**config.mk**
```make
export PLATFORM = sky130hd
export DESIGN_NAME = pipe_if_stage
export DESIGN_NICKNAME = d
export VERILOG_FILES = /design/src/rtl/pipe_if_stage.sv
export SDC_FILE = /design/constraint.sdc
export NUM_CORES = 1
export LEC_CHECK = 0
export ABC_AREA = 1
export CAP_MARGIN = 20
export CORE_MARGIN = 1
export CORE_UTILIZATION = 45
export CTS_CLUSTER_DIAMETER = 80
export CTS_CLUSTER_SIZE = 30
export DETAILED_ROUTE_END_ITERATION = 16
export GPL_TIMING_DRIVEN = 1
export HOLD_SLACK_MARGIN = 0.12
export PLACE_DENSITY = 0.76
export SYNTH_ARGS = -nofsm -noshare
export SYNTH_HDL_FRONTEND = slang
export SYNTH_SLANG_ARGS = --single-unit
```
**constraint.sdc**
```tcl
create_clock -name clock -period 1.8 [get_ports clock]
set_input_delay 0.36 -clock clock [delete_from_list [all_inputs] [get_ports clock]]
set_output_delay 0.36 -clock clock [all_outputs]
set_load 0.005 [all_outputs]
```
**src/rtl/pipe_if_stage.sv**
```systemverilog
// Instruction-fetch stage and IF/ID pipeline register.
// Keeps the PC and fetches over a req/ack instruction-memory handshake with one
// request outstanding. A one-entry skid buffer absorbs an ack that arrives while
// ID is stalled. The stage honours ID-resolved redirects with one branch delay slot.
// Optional macro IF_PERF_CNT_EN adds the stall-cycle and bubble counters.
module pipe_if_stage #(
  parameter logic [31:0] RESET_PC = 32'h0000_0000,
  parameter logic [31:0] NOP_INST = 32'h0000_0000
) (
  input  logic        clock,
  input  logic        resetn,
  input  logic        wpcir,
  input  logic [1:0]  pcsource,
  input  logic [31:0] bpc,
  input  logic [31:0] rpc,
  input  logic [31:0] jpc,
  output logic        imem_req,
  output logic [31:0] imem_addr,
  input  logic        imem_ack,
  input  logic [31:0] imem_rdata,
  output logic [31:0] dinst,
  output logic [31:0] dpc4,
  output logic        dvalid
`ifdef IF_PERF_CNT_EN
  ,
  output logic [31:0] perf_stall_cyc,
  output logic [31:0] perf_bubble_cnt
`endif
);

  localparam int unsigned XLEN = 32;
  localparam logic [XLEN-1:0] WORD_MASK = ~XLEN'(3);

  typedef enum logic [0:0] {
    S_FETCH = 1'b0,
    S_FULL  = 1'b1
  } state_e;

  state_e          state_q, state_d;
  logic [XLEN-1:0] pc_q, pc_d;
  logic            req_q, req_d;
  logic [XLEN-1:0] dinst_q, dinst_d;
  logic [XLEN-1:0] dpc4_q, dpc4_d;
  logic            dvalid_q, dvalid_d;
  logic [XLEN-1:0] skid_inst_q, skid_inst_d;
  logic [XLEN-1:0] skid_pc4_q, skid_pc4_d;
  logic            pend_q, pend_d;
  logic [XLEN-1:0] target_q, target_d;

  logic            ack_c;
  logic            redirect_c;
  logic [XLEN-1:0] pc_plus4_c;
  logic [XLEN-1:0] target_c;

  assign ack_c      = imem_ack & req_q;
  assign redirect_c = dvalid_q & wpcir & (pcsource != 2'b00);
  assign pc_plus4_c = pc_q + XLEN'(4);

  // Redirect target selected by the ID-stage pcsource
  always_comb begin
    target_c = pc_plus4_c;
    case (pcsource)
      2'b01:   target_c = bpc;
      2'b10:   target_c = rpc;
      2'b11:   target_c = jpc;
      default: target_c = pc_plus4_c;
    endcase
  end

  // Next-state logic: fetch FSM, IF/ID load, skid buffer and PC/redirect update
  always_comb begin
    state_d     = state_q;
    pc_d        = pc_q;
    req_d       = req_q;
    dinst_d     = dinst_q;
    dpc4_d      = dpc4_q;
    dvalid_d    = dvalid_q;
    skid_inst_d = skid_inst_q;
    skid_pc4_d  = skid_pc4_q;
    pend_d      = pend_q;
    target_d    = target_q;

    case (state_q)
      S_FETCH: begin
        req_d = 1'b1;
        if (ack_c && wpcir) begin
          dinst_d  = imem_rdata;
          dpc4_d   = pc_plus4_c;
          dvalid_d = 1'b1;
        end else if (ack_c) begin
          // ID stalled: park the word and stop fetching until it drains
          skid_inst_d = imem_rdata;
          skid_pc4_d  = pc_plus4_c;
          state_d     = S_FULL;
          req_d       = 1'b0;
        end else if (wpcir) begin
          dinst_d  = NOP_INST;
          dvalid_d = 1'b0;
        end
      end
      S_FULL: begin
        req_d = wpcir;
        if (wpcir) begin
          dinst_d  = skid_inst_q;
          dpc4_d   = skid_pc4_q;
          dvalid_d = 1'b1;
          state_d  = S_FETCH;
        end
      end
      default: begin
        state_d = S_FETCH;
      end
    endcase

    // PC moves only on an ack, except when the delay slot already sits in the skid
    if (ack_c) begin
      pend_d = 1'b0;
      if (pend_q) begin
        pc_d = target_q;
      end else if (redirect_c) begin
        pc_d = target_c & WORD_MASK;
      end else begin
        pc_d = pc_plus4_c;
      end
    end else if (redirect_c) begin
      if (req_q) begin
        target_d = target_c & WORD_MASK;
        pend_d   = 1'b1;
      end else begin
        pc_d = target_c & WORD_MASK;
      end
    end
  end

  // State and pipeline registers
  always_ff @(posedge clock or negedge resetn) begin
    if (!resetn) begin
      state_q     <= S_FETCH;
      pc_q        <= RESET_PC;
      req_q       <= 1'b0;
      dinst_q     <= NOP_INST;
      dpc4_q      <= '0;
      dvalid_q    <= 1'b0;
      skid_inst_q <= '0;
      skid_pc4_q  <= '0;
      pend_q      <= 1'b0;
      target_q    <= '0;
    end else begin
      state_q     <= state_d;
      pc_q        <= pc_d;
      req_q       <= req_d;
      dinst_q     <= dinst_d;
      dpc4_q      <= dpc4_d;
      dvalid_q    <= dvalid_d;
      skid_inst_q <= skid_inst_d;
      skid_pc4_q  <= skid_pc4_d;
      pend_q      <= pend_d;
      target_q    <= target_d;
    end
  end

  assign imem_req  = req_q;
  assign imem_addr = pc_q;
  assign dinst     = dinst_q;
  assign dpc4      = dpc4_q;
  assign dvalid    = dvalid_q;

`ifdef IF_PERF_CNT_EN
  logic [XLEN-1:0] stall_cnt_q;
  logic [XLEN-1:0] bubble_cnt_q;

  // Saturating counters: memory wait cycles and bubbles inserted into IF/ID
  always_ff @(posedge clock or negedge resetn) begin
    if (!resetn) begin
      stall_cnt_q  <= '0;
      bubble_cnt_q <= '0;
    end else begin
      if (req_q && !imem_ack && (stall_cnt_q != '1)) begin
        stall_cnt_q <= stall_cnt_q + XLEN'(1);
      end
      if (wpcir && (state_q == S_FETCH) && !ack_c && (bubble_cnt_q != '1)) begin
        bubble_cnt_q <= bubble_cnt_q + XLEN'(1);
      end
    end
  end

  assign perf_stall_cyc  = stall_cnt_q;
  assign perf_bubble_cnt = bubble_cnt_q;
`endif

endmodule

```
; After elaboration in Yosys (flattened, before gate mapping)
; Index checks and enable logic that the tools add are counted.
[op_classes]
n_mux = 29
n_reduce_logical = 10
bitwise_logic = 6
n_addsub = 1
eq_ne = 8
[op_table]
columns = op, n
row1 = $mux W32, 11
row2 = $pmux W32 S2, 2
row3 = $pmux W32 S3, 1
row4 = $add A32 B3 Y32 const B, 1
row5 = $mux W1, 12
row6 = $reduce_and A3 Y1, 3
row7 = $ne A3 B3 Y1 const B, 2
row8 = $pmux W1 S2, 3
row9 = $reduce_and A2 Y1, 3
row10 = $reduce_bool A2 Y1, 3
row11 = $eq A2 B2 Y1 const B, 2
row12 = $ne A2 B2 Y1 const B, 2
row13 = $and A1 B1 Y1, 3
row14 = $not A1 Y1, 3
row15 = $eq A2 B1 Y1 const B, 1
row16 = $ne A2 B1 Y1 const B, 1
row17 = $logic_and A1 B1 Y1, 1
[word_totals]
ff_bits = 194
out_inout_bits = 98
wordCells = 64

; Logic depth before layout (Yosys ltp)
[logic_depth]
word_depth = 5
ltp_mapped = 12
mapped_depth_nobuf = 12

; Worst setup path before layout
; Ideal clock, no wire load.
[synth_path]
path_type = flip-flop to flip-flop
start = reg pc_q[2], in the netlist imem_addr[2]
end = reg pc_q[20], in the netlist imem_addr[20]
t_required_ns = 1.684
setup_time_ns = 0.116
stages_incl_launch_ff = 13
arrival_ns = 1.581
path_buffers = 0
path_slack_ns = 0.103
period_less_slack_ns = 1.697
path_cell_list = dfrtp_1 > ha_1 > nand3_1 > nor2_1 > nand2_1 > inv_1 > nand2_1 > nand2_1 > nand2_1 > a21oi_1 > nand2_1 > nand2_1 > nand2_1
[synth_via]
elab_chain_len = 5
elab_cells_between_ends = 7
[synth_lines]
columns = item, line_no
row1 = "start, declared", 40  ; logic [XLEN-1:0] pc_q, pc_d;
row2 = "start signal, assigned", 150  ; pc_q <= pc_d;
row3 = $add A32 B3 Y32 *, 57  ; assign pc_plus4_c = pc_q + XLEN'(4);
row4 = $pmux W32 S3, 62  ; case (pcsource)
row5 = $mux W32 (on tied branches), "126, 120"
row6 = $mux W32 (on tied branches), "125, 118"
row7 = $mux W32 *, 116  ; if (ack_c) begin
; Every way passes the cells marked *; elsewhere a longest branch is shown, timed or not. The select of a mux whose other input is x is not followed.
; A chain may end at the register's enable or synchronous reset.

; Worst setup path after layout
[layout_path]
start = reg pc_q[3], in the netlist imem_addr[3]
end = reg pc_q[15], in the netlist imem_addr[15]
; The elaborated chain is that of the path after synthesis.

==> impl.org <==
** Setup path
- Largest fanout of any net on the critical path :: 4
- For the worst setup path, the data required time is 2.18 ns.
- Tracing the worst setup path back leads to its startpoint at imem_addr[3].
- The critical path is of the reg -> reg type.
- Nature of the critical path startpoint :: flip-flop
- The worst setup path is captured at a flip-flop.
- The worst register-to-register path begins at imem_addr[3].
- Data arrives at the worst endpoint at 2.32 ns.

** Power
- For this design the ratio of total power to cell area is 1050 mW/mm2.
- Standby leakage power :: 7.33 nW
- IR Drop Worst-Case VDD :: 549 uV
- Overall power consumption after layout is estimated at 16.0 mW.

** Timing
- After layout, the worst path uses 108% of the clock period.
- For the finished layout, the period the worst path requires is 1.94 ns.
- Hold is met by 0.413 ns.
- The total count of hold-check failures in the final report was 0.
- Setup total negative slack on the finished layout was measured at -1.32 ns.
- For the pin with the worst max-slew slack, the measured transition is 0.516 ns.
- Setup violations remaining at the end of the flow were counted as 29.
- Setup WS post-layout :: -0.139 ns
- Final Max Slew Viols :: 0
- Final worst clock skew :: 0.00974 ns
- Max Freq :: 516 MHz
- Setup repair after global routing could not meet its margin everywhere.
- Measured against its own limit, the worst slew margin works out to 65.6%.

** Synthesis
- Number of synthesized register bits :: 188
- Ranked by total cell area, the synthesized netlist is headed by sky130_fd_sc_hd__dfrtp_1 47%, sky130_fd_sc_hd__nand2_1 19%, sky130_fd_sc_hd__nor2_1 5.2%.
- Yosys warning count :: 0
- Instance count of the mapped netlist :: 1384
- In this run the biggest area consumer among cell types represents 46.7% of the synthesized area.
- Number of enable flip-flop cells after synthesis :: 0
- The netlist uses 43 different library cells.
- Of all flip-flops after synthesis, the portion carrying an async set or reset was 100%.
- Total standard cell area after synthesis :: 0.0101 mm2
- Cell taking the most area after synthesis :: sky130_fd_sc_hd__dfrtp_1
- Avg Inst Size Synth :: 7.28 um2
- Share of synthesized area occupied by flip-flops and latches :: 46.7%
- Synth Flop Type :: sky130_fd_sc_hd__dfrtp_1

** Placement
- Port buffering added 221 buffers.
- After legalization and detailed placement, the total HPWL measured 24.6 mm.
- Worst setup timing slack at the placement stage :: -0.414 ns
- Routability-driven placement finished with a final weighted congestion of 0.944.

** Floorplan
- Initial Util :: 46.0%
- Count of boundary I/O pins :: 232
- The floorplan has 54 rows.
- Core area :: 0.0219 mm2
- Vertical die dimension :: 152 um
- Overall die width :: 152 um
- The floorplan step defined a die boundary enclosing 0.0230 mm2.

** Min path
- HP Class :: in -> async

** Clocking
- At the later pin of the worst-skew pair, clock insertion delay measures 0.45 ns.
- Buffer levels on the longest clock path :: 2
- H-tree depth :: 4
- Clock tree from TritonCTS :: yes
- Clock-pin slew was measured on the worst setup and hold paths at 0.08 ns.
- The tree built by TritonCTS fans out to 188 sinks.
- Clock tree synthesis selected as its root buffer the cell sky130_fd_sc_hd__clkbuf_16.
- Counting the buffers created by CTS gives 17.

** GRT
- Entering global routing, the biggest net connects 46 pins.
- First-pass GRT wire length :: 52.8 mm
- Number of global-route vias before repair :: 10000
- For this run the aggregate overflow at the end of global routing stands at 0.
- Number of antenna violations at the first check in global routing :: 0
- For this run, the total global-route usage over all layers was measured as 30.1%.

** Run status
- The run finished, with violations left.
- Violated checks :: negative setup slack

** Drt
- For this block, the initial DRC count from the detailed router was 1140.
- Using the TritonRoute via totals, the vias-per-cell ratio works out to 5.53.
- The routed layout has 11200 vias.
- The count of nets left with antenna violations once routing finished came out at 0.
- Number of detailed-routing iterations run before antenna repair :: 6
- Wire length reported by the detailed router :: 35.9 mm
- For this run, design rule violations remaining after detail routing come to 0.
- Wire per inst :: 17.7 um

** Layout
- 0 antenna diodes ended up in the layout.
- Post-layout util :: 69.9%
- Fill count :: 1685
- Ratio of cells with drive above 1 in the final layout :: 21.8%
- Final layout net count :: 1875
- Layout-stage area growth over the synthesis result :: 51.9%

** Run
- Max-cap violations in this run came to 0.
==> flip-flops by register name, indices dropped and copies added (netlist names) <==
signal and flops:
imem_req 1, dvalid 1, state_q 1, pend_q 1, target_q 30, imem_addr 30, dpc4 30, skid_pc4_q 30
dinst 32, skid_inst_q 32
==> layout make-up <==
| class | instances | area, um2 | area share [%] |
|---|---|---|---|
| clock inverter | 13 | 145 | 0.949 |
| multi-input combinational | 1049 | 5470 | 35.8 |
| clock buffer | 19 | 453 | 2.96 |
| sequential | 188 | 4720 | 30.8 |
| timing repair buffer | 407 | 3880 | 25.3 |
| tap | 280 | 350 | 2.29 |
| inverter | 77 | 289 | 1.89 |
==> layout by cell type (no fill, tap or decap), types with 8 or more instances in the layout <==
cell / instances
sky130_fd_sc_hd__inv_2: 15
sky130_fd_sc_hd__o21ai_0: 67
sky130_fd_sc_hd__dfrtp_1: 178
sky130_fd_sc_hd__a31oi_1: 27
sky130_fd_sc_hd__clkbuf_16: 17
sky130_fd_sc_hd__dlygate4sd2_1: 18
sky130_fd_sc_hd__nor2_4: 16
sky130_fd_sc_hd__nor2_1: 127
sky130_fd_sc_hd__a22o_1: 9
sky130_fd_sc_hd__dfrtp_2: 10
sky130_fd_sc_hd__buf_6: 16
sky130_fd_sc_hd__nand3_2: 23
sky130_fd_sc_hd__o21ai_2: 11
sky130_fd_sc_hd__a21oi_1: 88
sky130_fd_sc_hd__clkdlybuf4s50_1: 195
sky130_fd_sc_hd__o21ai_1: 40
sky130_fd_sc_hd__nand3_1: 57
sky130_fd_sc_hd__nor2_2: 8
sky130_fd_sc_hd__buf_4: 153
sky130_fd_sc_hd__nand2_1: 460
sky130_fd_sc_hd__nand2_2: 31
sky130_fd_sc_hd__nand2_4: 23
sky130_fd_sc_hd__inv_1: 62
sky130_fd_sc_hd__buf_12: 17
==> power breakdown <==
group          internal (mW)  total [mW]  switching [mW]  leakage, nW
logic                   3.02        6.15            3.14         4.75
registers               5.33        6.06           0.730         2.29
clock network           1.94        3.83            1.89        0.291
==> synth_stat cells (9+ instances only) <==
| cell | count |
|---|---|
| sky130_fd_sc_hd__nor2_1 | 139 |
| sky130_fd_sc_hd__buf_2 | 24 |
| sky130_fd_sc_hd__nand2_1 | 510 |
| sky130_fd_sc_hd__a31oi_1 | 28 |
| sky130_fd_sc_hd__a22o_1 | 9 |
| sky130_fd_sc_hd__nand3_1 | 87 |
| sky130_fd_sc_hd__inv_2 | 9 |
| sky130_fd_sc_hd__o21ai_0 | 91 |
| sky130_fd_sc_hd__o21ai_1 | 26 |
| sky130_fd_sc_hd__dfrtp_1 | 188 |
| sky130_fd_sc_hd__nor2_4 | 12 |
| sky130_fd_sc_hd__clkbuf_1 | 37 |
| sky130_fd_sc_hd__inv_1 | 68 |
| sky130_fd_sc_hd__a21oi_1 | 90 |
| sky130_fd_sc_hd__xor2_1 | 9 |
==> kinds of logic (layout without fill, tap and decap cells) <==
family / count (synthesis) / after routing / share of synthesized area (%)
flops: 188 / 188 / 46.7
buf+inv: 150 / 516 / 6.29
xor+xnor: 17 / 17 / 1.48
fa+ha+maj: 1 / 1 / 0.124
other cells: 1 / 4 / 0.0372
compound gates: 261 / 261 / 14.2
simple gates: 766 / 766 / 31.2
==> stage by stage <==
stage | instance area, um2 | instances
after floorplan | 10100 | 1387
after global placement | 13500 | 1951
after detailed placement | 13500 | 1951
after CTS | 14500 | 2008
after global routing | 15300 | 2033
final | 15300 | 2033
==> critical path, stage by stage, from the launching register on <==
cell and delay [ns]:
sky130_fd_sc_hd__dfrtp_1 0.43, sky130_fd_sc_hd__buf_6 0.14, sky130_fd_sc_hd__nand2_4 0.05, sky130_fd_sc_hd__nor2_4 0.13, sky130_fd_sc_hd__buf_6 0.14, sky130_fd_sc_hd__nand2_4 0.06, sky130_fd_sc_hd__nor2_4 0.21, sky130_fd_sc_hd__xor2_2 0.27
sky130_fd_sc_hd__nand2_1 0.16, sky130_fd_sc_hd__nand3_1 0.11, sky130_fd_sc_hd__nand3_1 0.10, sky130_fd_sc_hd__nand2_1 0.08
==> worst paths after layout <==
kind	end	slack, ns	cells past startpoint
setup / recovery	imem_addr[15]	-0.14	11
hold / removal	dinst[14]	0.41	2
setup reg to reg	imem_addr[15]	-0.14	11
hold reg to reg	skid_inst_q[30]	0.48	2
max in group asynchronous	imem_addr[4]	0.72	3
min in group clock	skid_inst_q[30]	0.48	2
==> layer usage <==
layer	wire (um)	share of wire [%]	track usage, %
met4	951	2.6	10.5
met5	0	0	0
met1	14700	41	42.4
met2	16900	47	45.7
met3	3440	9.6	6.41
==> what timing repair did <==
item | 4_1_cts | 5_1_grt
hold buffers | 1 | 0
pin swaps | 11 | 48
endpoints found under the hold margin | 37 | 0
gates resized for setup | 76 | 162
setup endpoints to repair | 90 | 80
gates cloned | 0 | 0
setup buffers | 24 | 25
Note: power is estimated with default switching activity, not from simulation.
